[config.mk]
export PLATFORM = sky130hd
export DESIGN_NAME = fir_output_stage
export DESIGN_NICKNAME = d
export VERILOG_FILES = /design/src/rtl/fir_output_stage.sv
export SDC_FILE = /design/constraint.sdc
export NUM_CORES = 1
export LEC_CHECK = 0
export BUFFER_PORTS_ARGS = -buffer_cell sky130_fd_sc_hd__buf_2
export CAP_MARGIN = 20
export CORE_MARGIN = 3
export CORE_UTILIZATION = 53
export CTS_BUF_LIST = sky130_fd_sc_hd__clkbuf_4 sky130_fd_sc_hd__clkbuf_8 sky130_fd_sc_hd__clkbuf_16
export CTS_CLUSTER_SIZE = 12
export DETAILED_ROUTE_END_ITERATION = 8
export PLACE_DENSITY = 0.86
export SETUP_SLACK_MARGIN = 0.15
export SLEW_MARGIN = 20
export SYNTH_ARGS = -nofsm -noshare
export SYNTH_HDL_FRONTEND = slang
export SYNTH_SLANG_ARGS = --single-unit
[constraint.sdc]
create_clock -name clk_i -period 3.1 [get_ports clk_i]
set_input_delay 0.62 -clock clk_i [delete_from_list [all_inputs] [get_ports clk_i]]
set_output_delay 0.62 -clock clk_i [all_outputs]
set_load 0.01 [all_outputs]
[src/rtl/fir_output_stage.sv]
// Purpose : FIR back-end; re-attaches sample timing, drops fill, rounds half-to-even, saturates, queues output.
// Latency : sample_valid_i at t -> out_valid_o at t+FIR_LATENCY+3 (FIFO empty, out_ready_i high).
// Backpr. : never stalls the FIR; a result arriving at a full FIFO with no pop is dropped and overflow_o is set.
module fir_output_stage #(
    parameter int CHAIN_WIDTH  = 42,
    parameter int OUT_WIDTH    = 18,
    parameter int FRAC_SHIFT   = 17,
    parameter int FIR_LATENCY  = 24,
    parameter int TAPS         = 44,
    parameter int DISCARD_FILL = 1,
    parameter int FIFO_DEPTH   = 4
) (
    input  logic                   clk_i,
    input  logic                   rst_ni,
    input  logic                   flush_i,
    input  logic                   sample_valid_i,
    input  logic [CHAIN_WIDTH-1:0] chain_i,
    output logic [OUT_WIDTH-1:0]   out_data_o,
    output logic                   out_valid_o,
    input  logic                   out_ready_i,
    output logic                   overflow_o,
    output logic [15:0]            sat_cnt_o
);

    localparam int QW = CHAIN_WIDTH - FRAC_SHIFT;   // integer part after the shift
    localparam int RW = QW + 1;                     // plus a guard bit so rounding cannot wrap
    localparam int FW = $clog2(TAPS + 1);
    localparam int AW = $clog2(FIFO_DEPTH);

    localparam logic [FW-1:0]         FILL_LAST = FW'(TAPS - 1);
    localparam logic [FRAC_SHIFT-1:0] HALF      = FRAC_SHIFT'(1) << (FRAC_SHIFT - 1);
    localparam logic signed [RW-1:0]  SAT_MAX   = {{(RW-OUT_WIDTH+1){1'b0}}, {(OUT_WIDTH-1){1'b1}}};
    localparam logic signed [RW-1:0]  SAT_MIN   = {{(RW-OUT_WIDTH+1){1'b1}}, {(OUT_WIDTH-1){1'b0}}};

    logic [FIR_LATENCY-1:0] vsr_q, vsr_d;
    logic                   v0, keep;
    logic [FW-1:0]          fill_q, fill_d;

    logic signed [QW-1:0]   q_floor;
    logic [FRAC_SHIFT-1:0]  frac;
    logic                   round_up;
    logic signed [RW-1:0]   s1_dat_q, s1_dat_d;
    logic                   s1_vld_q;

    logic [OUT_WIDTH-1:0]   s2_dat_q, s2_dat_d;
    logic                   s2_sat_q, s2_sat_d, s2_vld_q;

    logic [AW:0]            wr_ptr_q, wr_ptr_d, rd_ptr_q, rd_ptr_d;
    logic [OUT_WIDTH-1:0]   mem_q [FIFO_DEPTH];
    logic                   fifo_empty, fifo_full, pop, push_ok, drop;
    logic                   ovf_q, ovf_d;
    logic [15:0]            sat_cnt_q, sat_cnt_d;

    // Valid delay line and fill-transient qualification of the chain output.
    always_comb begin
        vsr_d  = (vsr_q << 1) | FIR_LATENCY'(sample_valid_i);
        v0     = vsr_q[FIR_LATENCY-1];
        keep   = v0 && ((DISCARD_FILL == 0) || (fill_q == FILL_LAST));
        fill_d = fill_q;
        if (v0 && (fill_q != FILL_LAST)) begin
            fill_d = fill_q + 1'b1;
        end
    end

    // Stage 1: floor shift, then round half to even on the discarded fraction.
    always_comb begin
        q_floor  = chain_i[CHAIN_WIDTH-1:FRAC_SHIFT];
        frac     = chain_i[FRAC_SHIFT-1:0];
        round_up = (frac > HALF) || ((frac == HALF) && q_floor[0]);
        s1_dat_d = {q_floor[QW-1], q_floor} + RW'(round_up);
    end

    // Stage 2: clamp the rounded value into the output range.
    always_comb begin
        s2_sat_d = 1'b1;
        if (s1_dat_q > SAT_MAX) begin
            s2_dat_d = SAT_MAX[OUT_WIDTH-1:0];
        end else if (s1_dat_q < SAT_MIN) begin
            s2_dat_d = SAT_MIN[OUT_WIDTH-1:0];
        end else begin
            s2_dat_d = s1_dat_q[OUT_WIDTH-1:0];
            s2_sat_d = 1'b0;
        end
    end

    // FIFO control: a push into a full FIFO is only accepted if the head leaves in the same cycle.
    always_comb begin
        fifo_empty = (wr_ptr_q == rd_ptr_q);
        fifo_full  = (wr_ptr_q[AW] != rd_ptr_q[AW]) && (wr_ptr_q[AW-1:0] == rd_ptr_q[AW-1:0]);
        pop        = !fifo_empty && out_ready_i;
        push_ok    = s2_vld_q && (!fifo_full || pop);
        drop       = s2_vld_q && fifo_full && !pop;
        wr_ptr_d   = wr_ptr_q + (AW+1)'(push_ok);
        rd_ptr_d   = rd_ptr_q + (AW+1)'(pop);
        ovf_d      = ovf_q | drop;
        sat_cnt_d  = sat_cnt_q;
        if (s2_vld_q && s2_sat_q && (sat_cnt_q != 16'hFFFF)) begin
            sat_cnt_d = sat_cnt_q + 16'd1;
        end
    end

    // Control and pipeline state; flush clears everything a reset would.
    always_ff @(posedge clk_i or negedge rst_ni) begin
        if (!rst_ni) begin
            vsr_q     <= '0;
            fill_q    <= '0;
            s1_vld_q  <= 1'b0;
            s1_dat_q  <= '0;
            s2_vld_q  <= 1'b0;
            s2_dat_q  <= '0;
            s2_sat_q  <= 1'b0;
            wr_ptr_q  <= '0;
            rd_ptr_q  <= '0;
            ovf_q     <= 1'b0;
            sat_cnt_q <= '0;
        end else if (flush_i) begin
            vsr_q     <= '0;
            fill_q    <= '0;
            s1_vld_q  <= 1'b0;
            s2_vld_q  <= 1'b0;
            s2_sat_q  <= 1'b0;
            wr_ptr_q  <= '0;
            rd_ptr_q  <= '0;
            ovf_q     <= 1'b0;
            sat_cnt_q <= '0;
        end else begin
            vsr_q     <= vsr_d;
            fill_q    <= fill_d;
            s1_vld_q  <= keep;
            s1_dat_q  <= s1_dat_d;
            s2_vld_q  <= s1_vld_q;
            s2_dat_q  <= s2_dat_d;
            s2_sat_q  <= s2_sat_d;
            wr_ptr_q  <= wr_ptr_d;
            rd_ptr_q  <= rd_ptr_d;
            ovf_q     <= ovf_d;
            sat_cnt_q <= sat_cnt_d;
        end
    end

    // FIFO storage; contents are only observable through a valid head, so no reset.
    always_ff @(posedge clk_i) begin
        if (push_ok && !flush_i) begin
            mem_q[wr_ptr_q[AW-1:0]] <= s2_dat_q;
        end
    end

    assign out_valid_o = !fifo_empty;
    assign out_data_o  = out_valid_o ? mem_q[rd_ptr_q[AW-1:0]] : '0;
    assign overflow_o  = ovf_q;
    assign sat_cnt_o   = sat_cnt_q;

endmodule

==> qor.csv <==
stage;metric;value;unit
run_status;status;completed;
floorplan;start_util;54.9;%
hold_path;hold_path.class;input pin to asynchronous set/reset pin;
pwr;seq_power_share;50.9;%
synthesis;synth_compound_area_share;6.50;%
sta;tns;0;ns
final_layout;sequential_cell_area;4660;sq um
final_layout;leading_cell_type_in_the_layout_fill_and_taps_excluded;sky130_fd_sc_hd__dfrtp_1;
setup_path;worstPathMaxFanout;18;
routing;detail_routed_via_count_per_cell;5.85;
setup_path;kind_of_start_point_of_the_critical_path;flop;
clocking;worstSkewPairLatency;0.42;ns
sta;final-max-slew-violation-count;0;
synthesis;ys.flop_type;sky130_fd_sc_hd__dfrtp_1;
placed_design;placed_cells_incl_taps;835;
pwr;vdd.ir_drop.worst;0.000397;V
setup_path;timing.critical_path.to_type;output port;
clocking;post_cts.repair.setup_buffers;0;
sta;worst_pin_slew;0.905;ns
synthesis;ys_async_sr_fraction;58.1;%
clocking;cts_made_buffers;17;
setup_path;cp.required;2.48;ns
routing;dr_total_vias;5076;
clocking;cts.reportedPaths.clkPinSlew;0.06;ns
clocking;cts.sinks;172;
placed_design;hpwlAfterDp;10100;microns
synthesis;fraction_of_the_yosys_area_taken_by_sequential_cells;63.1;%
synthesis;post_synth_adder_cell_area;1.19;%
sta;max_slew_margin;38.9;%
setup_path;worstPathArrival;2.06;ns
synthesis;post_synth_main_area_contributors;sky130_fd_sc_hd__dfrtp_1 34%, sky130_fd_sc_hd__edfxtp_1 29%, sky130_fd_sc_hd__mux4_2 5.5%;
floorplan;core;13500;sq um
routing;drc;0;
synthesis;syn_avg_cell_area;12.6;sq um
synthesis;synth_mux_area_share;6.96;%
synthesis;synth_largest_type_area_fraction;33.9;%
floorplan;placement_rows;42;
synthesis;synthesis.nets;642;
grt;grt_util_all_layers;21.0;%
pwr;switching_share;21.4;%
pwr;internal_power;3920;uW
floorplan;fp.dieW;124;microns
routing;wl_per_cell;17.9;microns
pwr;pwr-share-comb;4.3;%
grt;grt-ovfl-total;0;
synthesis;post_synth_inst_count;588;
clocking;postCtsHoldBufs;0;
floorplan;die_area;15400;sq um
sta;final.min_clock_period;2.68;ns
sta;finalClockSkew;0.00606;ns
grt;initial_antenna_violation_count;1;
synthesis;synth.lib_cells_used.distinct;44;
clocking;tritoncts;built;
sta;maximum_clock_frequency;373;MHz
final_layout;fill_cells;953;
synthesis;yosys_register_bits;172;
clocking;cts_htree_levels;4;
final_layout;antenna_cells_inserted;0;
floorplan;floorplan.die.height;124;microns
synthesis;yosysWarnings;0;
clocking;cts-root-to-sink-buffers;2;
pwr;share_clk_of_total_power;44.7;%
grt;grt_max_degree;58;
final_layout;multiInputGateArea;2610;sq um
sta;final_hold_viol_count;0;
synthesis;synth_top_family_by_area;simple AND/OR/NAND/NOR gates;
clocking;clk_root_buffer_cell;sky130_fd_sc_hd__clkbuf_16;
sta;rsz_0062_raised_after_global_routing;no;
placed_design;io_buffer_count;82;
synthesis;post_synth_instance_area;7390;sq um
final_layout;finish.net_count;732;
floorplan;io_pins;83;
routing;routed_wl;15500;microns
placed_design;routabilityCongestion;0.881;
synthesis;synth_largest_area_cell;sky130_fd_sc_hd__dfrtp_1;
synthesis;synth_xor_xnor_area_share;2.37;%
pwr;p_leak;0.00352;uW
grt;first_global_vias;4929;
routing;first_pass_iters;5;
sta;report.final.setup_viol;0;
sta;fin_hold_ws;0.220;ns
final_layout;layout-drive-gt1-share;22.9;%
pwr;power.density;575;nW/um^2
final_layout;layout_common_cells;100 x sky130_fd_sc_hd__dfrtp_1, 81 x sky130_fd_sc_hd__buf_2, 72 x sky130_fd_sc_hd__edfxtp_1;
final_layout;instances_no_fill;867;
routing;drtAntennaViolNets;0;
routing;drc_violation_total_after_the_first_tritonroute_iteration;473;
final_layout;area.growth.synth_to_final;17.4;%
setup_path;timing.setup.critical_path_class;flop to output port;
grt;grt_first_pass_wirelength;24800;microns
sta;final_min_period_over_clock_period;86.5;%
final_layout;finish.utilization;64.5;%
run;drv_cap;0;
pwr;total_switching_power;1070;uW
synthesis;synth-simple-area-share;18.1;%
clocking;post_cts.resized_instances;0;
synthesis;synth_enable_flop_cells;72;
-- registers in the layout, indices dropped and copies added, names as in the netlist, 3 cells and up --
name	count
mem_q	72
s1_dat_q	26
vsr_q	24
s2_dat_q	18
sat_cnt_o	16
fill_q	6
rd_ptr_q	3
wr_ptr_q	3
-- metrics by stage --
stage	setup slack, ns	total power (uW)	area, sq um
2_1_floorplan	0.665	2670	7400
3_3_place_gp	0.450	2780	8050
3_5_place_dp	0.298	2800	8050
4_1_cts	0.367	5030	8680
5_1_grt	0.305	5150	8680
6_report	0.420	4990	8680
-- logic make-up after synthesis --
kind of cell | Yosys count
AOI/OAI and AO/OA | 85
DFF | 172
adders and majority gates | 7
muxes | 28
and+or+nand+nor | 242
xor gates and xnor gates | 20
buffers and inverters | 34
-- cells in the mapped netlist, types with 2 or more instances --
cell type,instances
sky130_fd_sc_hd__dfrtp_1,100
sky130_fd_sc_hd__edfxtp_1,72
sky130_fd_sc_hd__nor2b_1,54
sky130_fd_sc_hd__nand2_1,52
sky130_fd_sc_hd__o21ai_0,43
sky130_fd_sc_hd__nor2_1,40
sky130_fd_sc_hd__nand4_1,19
sky130_fd_sc_hd__a21oi_1,18
sky130_fd_sc_hd__mux4_2,18
sky130_fd_sc_hd__clkbuf_1,17
sky130_fd_sc_hd__nand3_1,12
sky130_fd_sc_hd__inv_1,11
sky130_fd_sc_hd__xnor2_1,11
sky130_fd_sc_hd__or4_1,10
sky130_fd_sc_hd__or3_1,9
sky130_fd_sc_hd__xor2_1,9
sky130_fd_sc_hd__a31oi_1,8
sky130_fd_sc_hd__o31ai_1,8
sky130_fd_sc_hd__and3_1,7
sky130_fd_sc_hd__ha_1,7
sky130_fd_sc_hd__mux2_2,7
sky130_fd_sc_hd__nor3_1,7
sky130_fd_sc_hd__nor4_1,7
sky130_fd_sc_hd__and4_1,6
sky130_fd_sc_hd__and2_1,4
sky130_fd_sc_hd__buf_1,4
sky130_fd_sc_hd__mux2i_1,3
sky130_fd_sc_hd__nor3b_1,3
sky130_fd_sc_hd__a41oi_1,2
sky130_fd_sc_hd__and3b_1,2
sky130_fd_sc_hd__buf_2,2
sky130_fd_sc_hd__nand2b_1,2
sky130_fd_sc_hd__o211ai_1,2
sky130_fd_sc_hd__or4_4,2
-- critical path, stage by stage, from the launching register on --
cell and delay, ns:
sky130_fd_sc_hd__dfrtp_1 0.41, sky130_fd_sc_hd__buf_4 0.37, sky130_fd_sc_hd__mux4_2 0.57, sky130_fd_sc_hd__nor2b_1 0.14, sky130_fd_sc_hd__buf_2 0.14
-- worst paths after layout --
kind                           startpoint              to  slack, ns  cells past startpoint
setup / recovery              rd_ptr_q[0]  out_data_o[16]       0.42                      4
max in group asynchronous          rst_ni    s1_dat_q[20]       2.17                      2
min in group clk_i         sample_valid_i        vsr_q[0]       0.42                      2
hold / removal                     rst_ni       fill_q[1]       0.22                      1
hold reg to reg                 vsr_q[21]       vsr_q[22]       0.46                      1
setup reg to reg              rd_ptr_q[1]     mem_q[0][6]       0.86                      6
-- final cells by class --
cell class | instances | area share, %
clock buffer | 19 | 5.07
clock inverter | 13 | 2.19
tap | 176 | 2.54
inverter | 11 | 0.476
multi-input combinational | 382 | 30.0
sequential | 172 | 53.7
timing repair buffer | 94 | 5.94
-- layer usage --
layer / part of all wire (%) / GRT usage (%)
met4: 1.6 / 6.78
met3: 5.2 / 5.04
met5: 0.045 / 0
met2: 53 / 35.7
met1: 41 / 26.8
-- power groups by stage --
stage                     combinational, uW  sequential [uW]  clock, uW
final                                   217             2540       2230
after floorplan                         111             2560          0
after global routing                    246             2550       2350
after global placement                  203             2570          0
after CTS                               219             2540       2270
after detailed placement                215             2580          0
(Power assumes the default switching activity.)
